## src/rtl/uart_pkg.sv

```systemverilog
// Shared types and helpers for the lab UART transmit/receive paths.
package uart_pkg;

  typedef enum logic [1:0] {
    IDLE  = 2'd0,
    START = 2'd1,
    DATA  = 2'd2,
    STOP  = 2'd3
  } tx_state_t;

  localparam int DATA_BITS = 8;

  function automatic int bit_cycles(input int clk_freq, input int baud);
    return clk_freq / baud;
  endfunction

endpackage

```

## src/rtl/baud_tick_gen.sv

```systemverilog
// Bit-period counter: counts 0..BIT_CYCLES-1 and flags the last cycle of each bit.
module baud_tick_gen #(
  parameter int BIT_CYCLES = 16
) (
  input  logic clk,
  input  logic rst_n,
  input  logic clr,
  output logic tick
);

  localparam int CW = (BIT_CYCLES > 1) ? $clog2(BIT_CYCLES) : 1;
  localparam logic [CW-1:0] LAST = CW'(BIT_CYCLES - 1);

  logic [CW-1:0] cnt_r;

  // Counter register, held at zero while cleared and wrapping after the last cycle.
  always_ff @(posedge clk or negedge rst_n) begin
    if (!rst_n) begin
      cnt_r <= CW'(0);
    end else if (clr || (cnt_r == LAST)) begin
      cnt_r <= CW'(0);
    end else begin
      cnt_r <= cnt_r + CW'(1);
    end
  end

  assign tick = (cnt_r == LAST);

endmodule

```

## src/rtl/transmitter_txd.sv

```systemverilog
// UART transmitter: one byte per send handshake, shifted out as an 8N1 frame on txd.
module transmitter_txd
  import uart_pkg::*;
#(
  parameter int CLK_FREQ = 100_000_000,
  parameter int BAUD     = 9_600
) (
  input  logic       clk,
  input  logic       rst_n,
  input  logic       send,
  input  logic [7:0] data,
  output logic       rdy,
  output logic       txd,
  output logic       txen
);

  localparam int BIT_CYCLES = bit_cycles(CLK_FREQ, BAUD);
  localparam int BCW        = $clog2(DATA_BITS);

  generate
    if (BIT_CYCLES < 2) begin : g_bit_cycles_check
      $error("transmitter_txd: CLK_FREQ/BAUD must be at least 2");
    end
  endgenerate

  tx_state_t            state_r, next_state_s;
  logic [DATA_BITS-1:0] shreg_r, next_shreg_s;
  logic [BCW-1:0]       bit_cnt_r, next_bit_cnt_s;
  logic                 txd_r, rdy_r, txen_r, next_txd_s;
  logic                 tick_s, clr_s;

  assign clr_s = (state_r == IDLE);

  baud_tick_gen #(.BIT_CYCLES(BIT_CYCLES)) u_baud (
    .clk   (clk),
    .rst_n (rst_n),
    .clr   (clr_s),
    .tick  (tick_s)
  );

  // Next-state, shift and line-level decode.
  always_comb begin
    next_state_s   = state_r;
    next_shreg_s   = shreg_r;
    next_bit_cnt_s = bit_cnt_r;
    next_txd_s     = 1'b1;
    case (state_r)
      IDLE: begin
        if (send) begin
          next_state_s   = START;
          next_shreg_s   = data;
          next_bit_cnt_s = BCW'(0);
        end else begin
          next_state_s = IDLE;
        end
      end
      START: begin
        if (tick_s) next_state_s = DATA;
        else        next_state_s = START;
      end
      DATA: begin
        if (tick_s) begin
          next_shreg_s   = {1'b0, shreg_r[DATA_BITS-1:1]};
          next_bit_cnt_s = bit_cnt_r + BCW'(1);
          if (bit_cnt_r == BCW'(DATA_BITS - 1)) next_state_s = STOP;
          else                                  next_state_s = DATA;
        end else begin
          next_state_s = DATA;
        end
      end
      STOP: begin
        if (tick_s) next_state_s = IDLE;
        else        next_state_s = STOP;
      end
      default: next_state_s = IDLE;
    endcase

    // txd is registered, so it is decoded from where the FSM is heading.
    case (next_state_s)
      IDLE:    next_txd_s = 1'b1;
      START:   next_txd_s = 1'b0;
      DATA:    next_txd_s = next_shreg_s[0];
      STOP:    next_txd_s = 1'b1;
      default: next_txd_s = 1'b1;
    endcase
  end

  // State, datapath and registered line outputs.
  always_ff @(posedge clk or negedge rst_n) begin
    if (!rst_n) begin
      state_r   <= IDLE;
      shreg_r   <= {DATA_BITS{1'b0}};
      bit_cnt_r <= BCW'(0);
      txd_r     <= 1'b1;
      rdy_r     <= 1'b1;
      txen_r    <= 1'b0;
    end else begin
      state_r   <= next_state_s;
      shreg_r   <= next_shreg_s;
      bit_cnt_r <= next_bit_cnt_s;
      txd_r     <= next_txd_s;
      rdy_r     <= (next_state_s == IDLE);
      txen_r    <= (next_state_s != IDLE);
    end
  end

  assign txd  = txd_r;
  assign rdy  = rdy_r;
  assign txen = txen_r;

endmodule

```

## config.mk

```make
export PLATFORM = sky130hd
export DESIGN_NAME = transmitter_txd
export DESIGN_NICKNAME = d
export VERILOG_FILES = /design/src/rtl/uart_pkg.sv /design/src/rtl/baud_tick_gen.sv /design/src/rtl/transmitter_txd.sv
export SDC_FILE = /design/constraint.sdc
export NUM_CORES = 1
export LEC_CHECK = 0
export ABC_CLOCK_PERIOD_IN_PS = 2000
export CORE_UTILIZATION = 40
export DETAILED_ROUTE_END_ITERATION = 7
export PLACE_DENSITY_LB_ADDON = 0.08
export SYNTH_ARGS = -nofsm -noshare
export SYNTH_HDL_FRONTEND = slang
export SYNTH_SLANG_ARGS = --single-unit
```

## constraint.sdc

```tcl
create_clock -name clk -period 2 [get_ports clk]
set_input_delay 0.4 -clock clk [delete_from_list [all_inputs] [get_ports clk]]
set_output_delay 0.4 -clock clk [all_outputs]
set_load 0.03 [all_outputs]
```

==> results of run 1 <==
worst max-delay path: cells and delay by family, from the launching register on:
kind	cells	cell delay, ps
DFF	1	390
and+or+nand+nor	3	680
adders and majority gates	1	320
xor gates and xnor gates	1	180
AOI/OAI and AO/OA	2	330
worst paths after layout:
path / to / cells past startpoint
min in group clk: shreg_r[2] / 1
max in group asynchronous: txd / 2
worst min-delay path: u_baud.cnt_r[13] / 2
worst max register to register: txd / 7
worst min register to register: shreg_r[2] / 1
worst max-delay path: txd / 7
stage by stage:
stage	TNS (ps)	instance area (sq um)
6_report	0	2000
5_1_grt	-66.5	2000
4_1_cts	0	1980
3_5_place_dp	-0.254	1810
3_3_place_gp	0	1810
2_1_floorplan	0	1530
logic make-up after synthesis:
family                   after synthesis  synth area share [%]
AO/OA/AOI/OAI                         13                  8.02
buffers and inverters                 12                  3.80
XOR/XNOR                              14                  8.10
multiplexers                           2                  1.40
AND/OR/NAND/NOR                       62                  24.0
adder cells (fa/ha/maj)                6                  4.96
flip-flops                            30                  49.8
timing repair:
| item | 4_1_cts | 5_1_grt |
|---|---|---|
| pin swaps | 2 | 3 |
| hold buffers | 0 | 0 |
| gates resized for setup | 3 | 1 |
| setup endpoints to repair | 1 | 1 |
| buffers inserted | 2 | 2 |
routing by layer:
metal / share of wire [%] / wire length (um) / GRT usage (%) / up-vias
li1: - / - / - / 550
met1: 41 / 1220 / 18.8 / 546
met2: 53 / 1590 / 30.3 / 25
met3: 5.1 / 153 / 6.88 / 6
met4: 1.6 / 49 / 6.82 / 0
met5: 0 / 0 / 0 / -
layout make-up:
cell class | instances | area, sq um | share of cell area [%]
clock buffer | 6 | 82.6 | 4.12
clock inverter | 2 | 60.1 | 3.00
inverter | 7 | 26.3 | 1.31
multi-input combinational | 97 | 744 | 37.1
sequential | 30 | 753 | 37.6
tap | 46 | 57.6 | 2.87
timing repair buffer | 33 | 280 | 14.0
synthesized netlist by cell type (all sizes together), types with 2 or more instances:
cell type	instances
nand3	7
dfstp	2
xnor2	9
nor4	2
xor2	5
dfrtp	28
buf	4
nand4	4
nor2b	3
a221o	6
inv	7
and2	8
nand2	8
ha	6
nor3b	2
nor3	3
and4	4
nand2b	2
nor2	15
o21ai	2
registers in the layout (all words and copies together) (netlist names):
register,flops
u_baud.cnt_r,14
rdy,1
bit_cnt_r,3
txd,1
txen,1
shreg_r,8
state_r,2
power by group through the flow:
| stage | registers [mW] | clock network, mW | logic, mW |
|---|---|---|---|
| after floorplan | 0.780 | 0 | 0.196 |
| after global routing | 0.776 | 0.805 | 0.438 |
| after CTS | 0.759 | 0.772 | 0.393 |
| after detailed placement | 0.771 | 0 | 0.373 |
| after global placement | 0.770 | 0 | 0.359 |
| final | 0.765 | 0.750 | 0.392 |
==> results_dict.tcl, run 1 <==
set metrics [dict create \
    cp_max_fo 4 \
    rsz0062_at_grt "true" \
    syn_inst 139 \
    place_ws_ps -0.254 \
    switching_share_pct 24.8 \
    htreeDepth 2 \
    yosysUniqueCellTypes 37 \
    cts_inserted_buffers 5 \
    cts_buffer_depth 2 \
    max_slew_margin_pct 60.5 \
    finalNetCount 191 \
    timing.final.ws_setup_ps 19.0 \
    holdWs_ps 507 \
    pin_count 14 \
    hp-class "in2async" \
    path_class "reg2reg" \
    grt-ovfl-total 0 \
    power_frac_comb_pct 20.5 \
    drc 0 \
    wl_per_cell_um 13.6 \
    ant_nets 0 \
    synth_nets 156 \
    pwr-share-clk_pct 39.3 \
    synthTopCellsByArea "dfrtp_1 (46%), xnor2_1 (5.2%), ha_1 (5.0%)" \
    grt_pass1_vias 1198 \
    layout_min_cycle_time_ps 1980 \
    path_clk_slew_ps 60 \
    cp.arrival_ps 2180 \
    worstSetupStartpoint "u_baud.cnt_r[9]" \
    drt_first_pass_iters 4 \
    reg2reg_from "u_baud.cnt_r[9]" \
    dpl.hpwl_um 2100 \
    grt_max_degree 31 \
    cp.required_ps 2200 \
    async_reset_ff_share_pct 100 \
    syn_avg_cell_area_sq_um 10.9 \
    setup_viol 0 \
    final_common_cell "dfrtp_1" \
    switchingPower_mw 0.473 \
    final.setup_skew_ps 4.69 \
    avgViaCountPerCell 5.10 \
    layout_common_cells "dfrtp_1 (28), buf_4 (20), nor2_1 (14)" \
    period_share_pct 99.0 \
    rrSetupSlack_ps 20 \
    track_usage_pct 17.5 \
    timing.final.hold_violations 0 \
    endpoint_kind "flip-flop" \
    peakVddDrop_mv 0.610 \
    max_cap_violations 0 \
    status "complete, no violations" \
    antenna_found_initial 0 \
    die_x_um 63.5 \
    synth-seq-cells 30 \
    seq_power_share_pct 40.1 \
    worstMarginPinSlew_ps 593 \
    fillCellCount 298 \
    synth_flop_cell "dfrtp_1" \
    antenna_cells 0 \
    dp_cells 209 \
    power_mw 1.91 \
    die_area_sq_um 4030 \
    p_per_area_nw_per_um2 951 \
    cts_tree "done" \
    synth_edf_count 0 \
    drive_gt1_share_pct 26.3 \
    start_util_pct 43.7 \
    vias 1127 \
    synth_top_area_share_pct 46.3 \
    start_kind "flip-flop" \
    drv_slew 0 \
    path_cells "nor4b_2 -> and4_4 -> nand2_4 -> xor2_2 -> ha_1 -> a21o_1 -> a41oi_2" \
    clk_latency_ps 280 \
    core_area_sq_um 3470 \
    clockRootBuffer "clkbuf_8" \
    seq_area_frac_synth_pct 49.8 \
    final_util_pct 57.8 \
    wl_um 3010 \
    max_stage_delay_ps 390 \
    leakage_nw 0.884 \
    grt_pass1_wl_um 5300 \
    synth_area_sq_um 1510 \
    globalplace.congestion 0.824 \
    portBuffers 13 \
    cpMaxStageDelayCell "dfrtp_1" \
    fmax_mhz 505 \
    area_growth_pct 32.4 \
    clock_sinks 30 \
    drt_iter0_drc 51 \
    ys_warn_count 0 \
    dieHeight_um 63.5 \
    fin_cells 221 \
    yosysTopAreaCell "dfrtp_1" \
    row_count 21 \
    internal_power_mw 1.43 \
]
(Power assumes the default switching activity.)
==> inputs of run 2 (changes only) <==
--- a/config.mk
+++ b/config.mk
@@ -5,7 +5,7 @@
 export SDC_FILE = /design/constraint.sdc
 export NUM_CORES = 1
 export LEC_CHECK = 0
-export ABC_CLOCK_PERIOD_IN_PS = 2000
+export ABC_CLOCK_PERIOD_IN_PS = 1700
 export CORE_UTILIZATION = 40
 export DETAILED_ROUTE_END_ITERATION = 7
 export PLACE_DENSITY_LB_ADDON = 0.08
==> constraint.sdc (replaced) <==
create_clock -name clk -period 1.7 [get_ports clk]
set_input_delay 0.34 -clock clk [delete_from_list [all_inputs] [get_ports clk]]
set_output_delay 0.34 -clock clk [all_outputs]
set_load 0.03 [all_outputs]
==> results_dict.tcl, run 2 (synthesis gave the netlist of run 1 again) <==
set metrics [dict create \
    status "finished, violations left" \
    violations "setup timing" \
    peakVddDrop_mv 0.650 \
    row_count 21 \
    max_cap_violations 0 \
    rsz0062_at_grt "true" \
    cp.required_ps 1910 \
    multiInputGateArea_sq_um 779 \
    hp-class "in2async" \
    max_slew_margin_pct 61.1 \
    antenna_cells 0 \
    reg2reg_depth 8 \
    pin_count 14 \
    tns_ps -245 \
    track_usage_pct 18.4 \
    top_register "u_baud.cnt_r" \
    die_x_um 63.5 \
    dpl.hpwl_um 2160 \
    wl_per_cell_um 13.8 \
    final_util_pct 59.8 \
    start_util_pct 43.7 \
    regArea_sq_um 753 \
    path_class "reg2reg" \
    switchingPower_mw 0.560 \
    clockRootBuffer "clkbuf_8" \
    grt_pass1_vias 1189 \
    antenna_found_initial 0 \
    clock_sinks 30 \
    drt_iter0_drc 50 \
    wl_um 3210 \
    grt-ovfl-total 0 \
    cts_tree "done" \
    worstMarginPinSlew_ps 583 \
    drt_first_pass_iters 4 \
    period_share_pct 114 \
    start_kind "flip-flop" \
    fin_cells 233 \
    avgViaCountPerCell 5.02 \
    internal_power_mw 1.42 \
    finalNetCount 203 \
    reg2reg_from "u_baud.cnt_r[1]" \
    stdcell_area_sq_um 2080 \
    htreeDepth 2 \
    timing.rr.end "txd" \
    leakage_nw 0.937 \
    die_area_sq_um 4030 \
    placed_cell_area_sq_um 1880 \
    timing.final.ws_setup_ps -245 \
    timing.final.hold_violations 0 \
    core_area_sq_um 3470 \
    globalplace.congestion 0.841 \
    clk_latency_ps 290 \
    final.setup_skew_ps 4.75 \
    cp_max_fo 3 \
    cp.arrival_ps 2160 \
    ant_nets 0 \
    dp_cells 218 \
    vias 1169 \
    power_frac_comb_pct 25.0 \
    holdWs_ps 440 \
    pwr-share-clk_pct 30.1 \
    ctsHoldBuffers 0 \
    endpoint_kind "flip-flop" \
    setup_viol 1 \
    portBuffers 13 \
    rrSetupSlack_ps -240 \
    path_clk_slew_ps 60 \
    drc 0 \
    seq_power_share_pct 44.9 \
    switching_share_pct 28.3 \
    layout_min_cycle_time_ps 1940 \
    dieHeight_um 63.5 \
    drive_gt1_share_pct 32.1 \
    cts_inserted_buffers 5 \
    drv_slew 0 \
    reg_top3 "u_baud.cnt_r (14), shreg_r (8), bit_cnt_r (3)" \
    grt_max_degree 31 \
    cts_buffer_depth 2 \
    fillCellCount 308 \
    fmax_mhz 514 \
    layout_common_cells "buf_4 (32), dfrtp_1 (28), nor2_1 (14)" \
    largest_reg_flops 14 \
    grt_pass1_wl_um 5580 \
    final_common_cell "buf_4" \
    area_growth_pct 37.1 \
    p_per_area_nw_per_um2 953 \
]
-- run 2: area by class of cell --
cell class	count	share of cell area, %
tap	46	2.77
clock inverter	1	0.241
sequential	30	36.3
multi-input combinational	97	37.6
inverter	7	1.27
clock buffer	7	4.16
timing repair buffer	45	17.7
-- run 2: worst max-delay path, cell delays in order (launching register included) --
cell     delay, ps
dfrtp_1        390
ha_2           190
and4_4         140
and4_4         160
and3_4         180
o31a_1         310
ha_2           190
a21o_1         160
a41oi_2        140
-- run 2: worst max-delay path by stage --
stage | from | to | slack (ps) | cells past startpoint
finish | u_baud.cnt_r[1] | txd | -240 | 8
global route | u_baud.cnt_r[1] | txd | -310 | 9
CTS | u_baud.cnt_r[10] | txd | -260 | 7
detailed placement | u_baud.cnt_r[1] | txd | -250 | 8
global placement | u_baud.cnt_r[1] | txd | -220 | 8
floorplan | u_baud.cnt_r[0] | txd | -260 | 8
-- run 2: per-stage QoR --
stage	power, mW	worst slack, ps
detailed placement	1.35	-252
finish	1.98	-245
global placement	1.34	-223
global route	2.09	-311
CTS	1.98	-264
floorplan	1.15	-259
-- run 2: layer usage --
metal  vias up  share of wire (%)  global-route usage, %
met5         -                  0                      0
met4         0                1.8                   11.1
met3         5                3.2                   4.71
met2        16                 51                   31.4
met1       574                 44                   20.4
li1        574                  -                      -
-- run 2: power by group through the flow --
| stage | combinational (mW) | clock [mW] | sequential [mW] |
|---|---|---|---|
| finish | 0.494 | 0.594 | 0.889 |
| global placement | 0.442 | 0 | 0.900 |
| detailed placement | 0.450 | 0 | 0.903 |
| floorplan | 0.230 | 0 | 0.917 |
| CTS | 0.471 | 0.623 | 0.889 |
| global route | 0.548 | 0.644 | 0.902 |
-- run 2: timing repair --
item / in CTS / in global routing
pin swaps: 4 / 4
endpoints found under the setup margin: 10 / 25
buffers inserted: 3 / 4
gates cloned: 0 / 0
gates resized for setup: 7 / 4
==> inputs of run 3 (changes only) <==
--- a/config.mk
+++ b/config.mk
@@ -8,7 +8,7 @@
 export ABC_CLOCK_PERIOD_IN_PS = 1700
 export CORE_UTILIZATION = 40
 export DETAILED_ROUTE_END_ITERATION = 7
-export PLACE_DENSITY_LB_ADDON = 0.08
+export PLACE_DENSITY = 0.72
 export SYNTH_ARGS = -nofsm -noshare
 export SYNTH_HDL_FRONTEND = slang
 export SYNTH_SLANG_ARGS = --single-unit
==> results_dict.tcl, run 3 (synthesis gave the netlist of run 1 again) <==
set metrics [dict create \
    fmax_mhz 504 \
    cp_max_fo 4 \
    path_class "reg2reg" \
    grt_max_degree 31 \
    timing.final.ws_setup_ps -283 \
    track_usage_pct 17.8 \
    wl_um 3240 \
    grt-ovfl-total 0 \
    dr_wl_met3_um 156 \
    leakage_nw 0.929 \
    die_area_sq_um 4030 \
    layout_common_cells "buf_4 (29), dfrtp_1 (27), nor2_1 (14)" \
    drv_slew 0 \
    start_kind "flip-flop" \
    max_stage_delay_ps 390 \
    avgViaCountPerCell 5.18 \
    tns_ps -283 \
    rsz0062_at_grt "true" \
    hp-class "in2async" \
    vias 1192 \
    area_growth_pct 36.4 \
    dpl.hpwl_um 2310 \
    power_mw 2.10 \
    path_cells "nor4b_2 -> and4_4 -> nand2_4 -> xor2_2 -> buf_4 -> ha_1 -> a21o_1 -> a41oi_2" \
    status "finished, violations left" \
    timing.final.hold_violations 0 \
    wl_per_cell_um 14.1 \
    period_share_pct 117 \
    switching_share_pct 27.9 \
    finalNetCount 200 \
    top_register "u_baud.cnt_r" \
    clockRootBuffer "clkbuf_8" \
    ctsHoldBuffers 0 \
    cpMaxStageDelayCell "dfrtp_1" \
    globalplace.congestion 0.826 \
    cts_inserted_buffers 5 \
    pwr-share-clk_pct 33.8 \
    drt_iter0_drc 36 \
    reg_top3 "u_baud.cnt_r (14), shreg_r (8), bit_cnt_r (3)" \
    die_x_um 63.5 \
    htreeDepth 2 \
    ant_nets 0 \
    clock_sinks 30 \
    grt_pass1_wl_um 5440 \
    dieHeight_um 63.5 \
    core_area_sq_um 3470 \
    wl_met2_um 1730 \
    dp_cells 219 \
    largest_reg_flops 14 \
    portBuffers 13 \
    final.setup_skew_ps 7.74 \
    peakVddDrop_mv 0.686 \
    violations "setup timing" \
    seq_power_share_pct 42.5 \
    setup_viol 1 \
    path_clk_slew_ps 70 \
    grt_pass1_vias 1253 \
    antenna_cells 0 \
    max_cap_violations 0 \
    endpoint_kind "flip-flop" \
    pin_count 14 \
    rrSetupSlack_ps -280 \
    switchingPower_mw 0.586 \
    p_per_area_nw_per_um2 1020 \
    drive_gt1_share_pct 31.5 \
    cts_tree "done" \
    internal_power_mw 1.52 \
    power_frac_comb_pct 23.7 \
    cp.arrival_ps 2200 \
    drt_first_pass_iters 4 \
    layout_min_cycle_time_ps 1980 \
    cp.required_ps 1910 \
    start_util_pct 43.7 \
    max_slew_margin_pct 74.5 \
    clk_latency_ps 280 \
    worstMarginPinSlew_ps 380 \
    top_layer "met4" \
    final_common_cell "buf_4" \
    antenna_found_initial 0 \
    row_count 21 \
    drc 0 \
    cts_buffer_depth 2 \
    drt-met1-wl_um 1320 \
    fin_cells 230 \
]
[run 3: metrics by stage]
stage / setup slack (ps) / area (sq um) / hold WS (ps) / util [%]
finish: -283 / 2060 / 438 / 59.5
CTS: -287 / 1990 / 455 / 57.5
detailed placement: -275 / 1890 / 503 / 54.4
floorplan: -259 / 1530 / 44.4 / -
global route: -342 / 2060 / 478 / 59.5
global placement: -213 / 1890 / 489 / 54.4
[run 3: power by group through the flow]
stage                     clock network, mW  logic [mW]  registers [mW]
after floorplan                           0       0.230           0.917
after global placement                    0       0.436           0.898
after detailed placement                  0       0.466           0.903
after CTS                             0.725       0.468           0.891
after global routing                  0.753       0.557           0.903
final                                 0.711       0.499           0.893
[run 3: repair_timing]
item,CTS,global route
endpoints found under the setup margin,9,24
pin swaps,0,3
cloned,0,0
gates resized for setup,4,8
setup buffers,0,3
[run 3: final timing paths]
path | startpoint | end | cells after the start
max | u_baud.cnt_r[9] | txd | 8
min | rst_n | txen | 2
max reg2reg | u_baud.cnt_r[9] | txd | 8
min reg2reg | shreg_r[5] | shreg_r[5] | 1
max in group asynchronous | rst_n | txd | 2
min in group clk | shreg_r[5] | shreg_r[5] | 1
[run 3: cell type report]
type | count | area (sq um)
multi-input combinational | 97 | 772
clock inverter | 3 | 40.0
inverter | 7 | 26.3
sequential | 30 | 754
clock buffer | 5 | 68.8
fill | 285 | 1400
timing repair buffer | 42 | 345
tap | 46 | 57.6
[run 3: per-layer routing]
metal / track usage (%) / vias to the layer above
li1: - / 571
met1: 19.5 / 585
met2: 30.3 / 30
met3: 6.34 / 6
met4: 8.24 / 0
met5: 0 / -
[run 3: worst max-delay path: cells and delay by family, from the launching register on]
family	cells	cell delay, ps
xor+xnor	1	180
fa+ha+maj	1	160
flops	1	390
simple gates	3	710
buf+inv	1	150
compound gates	2	320
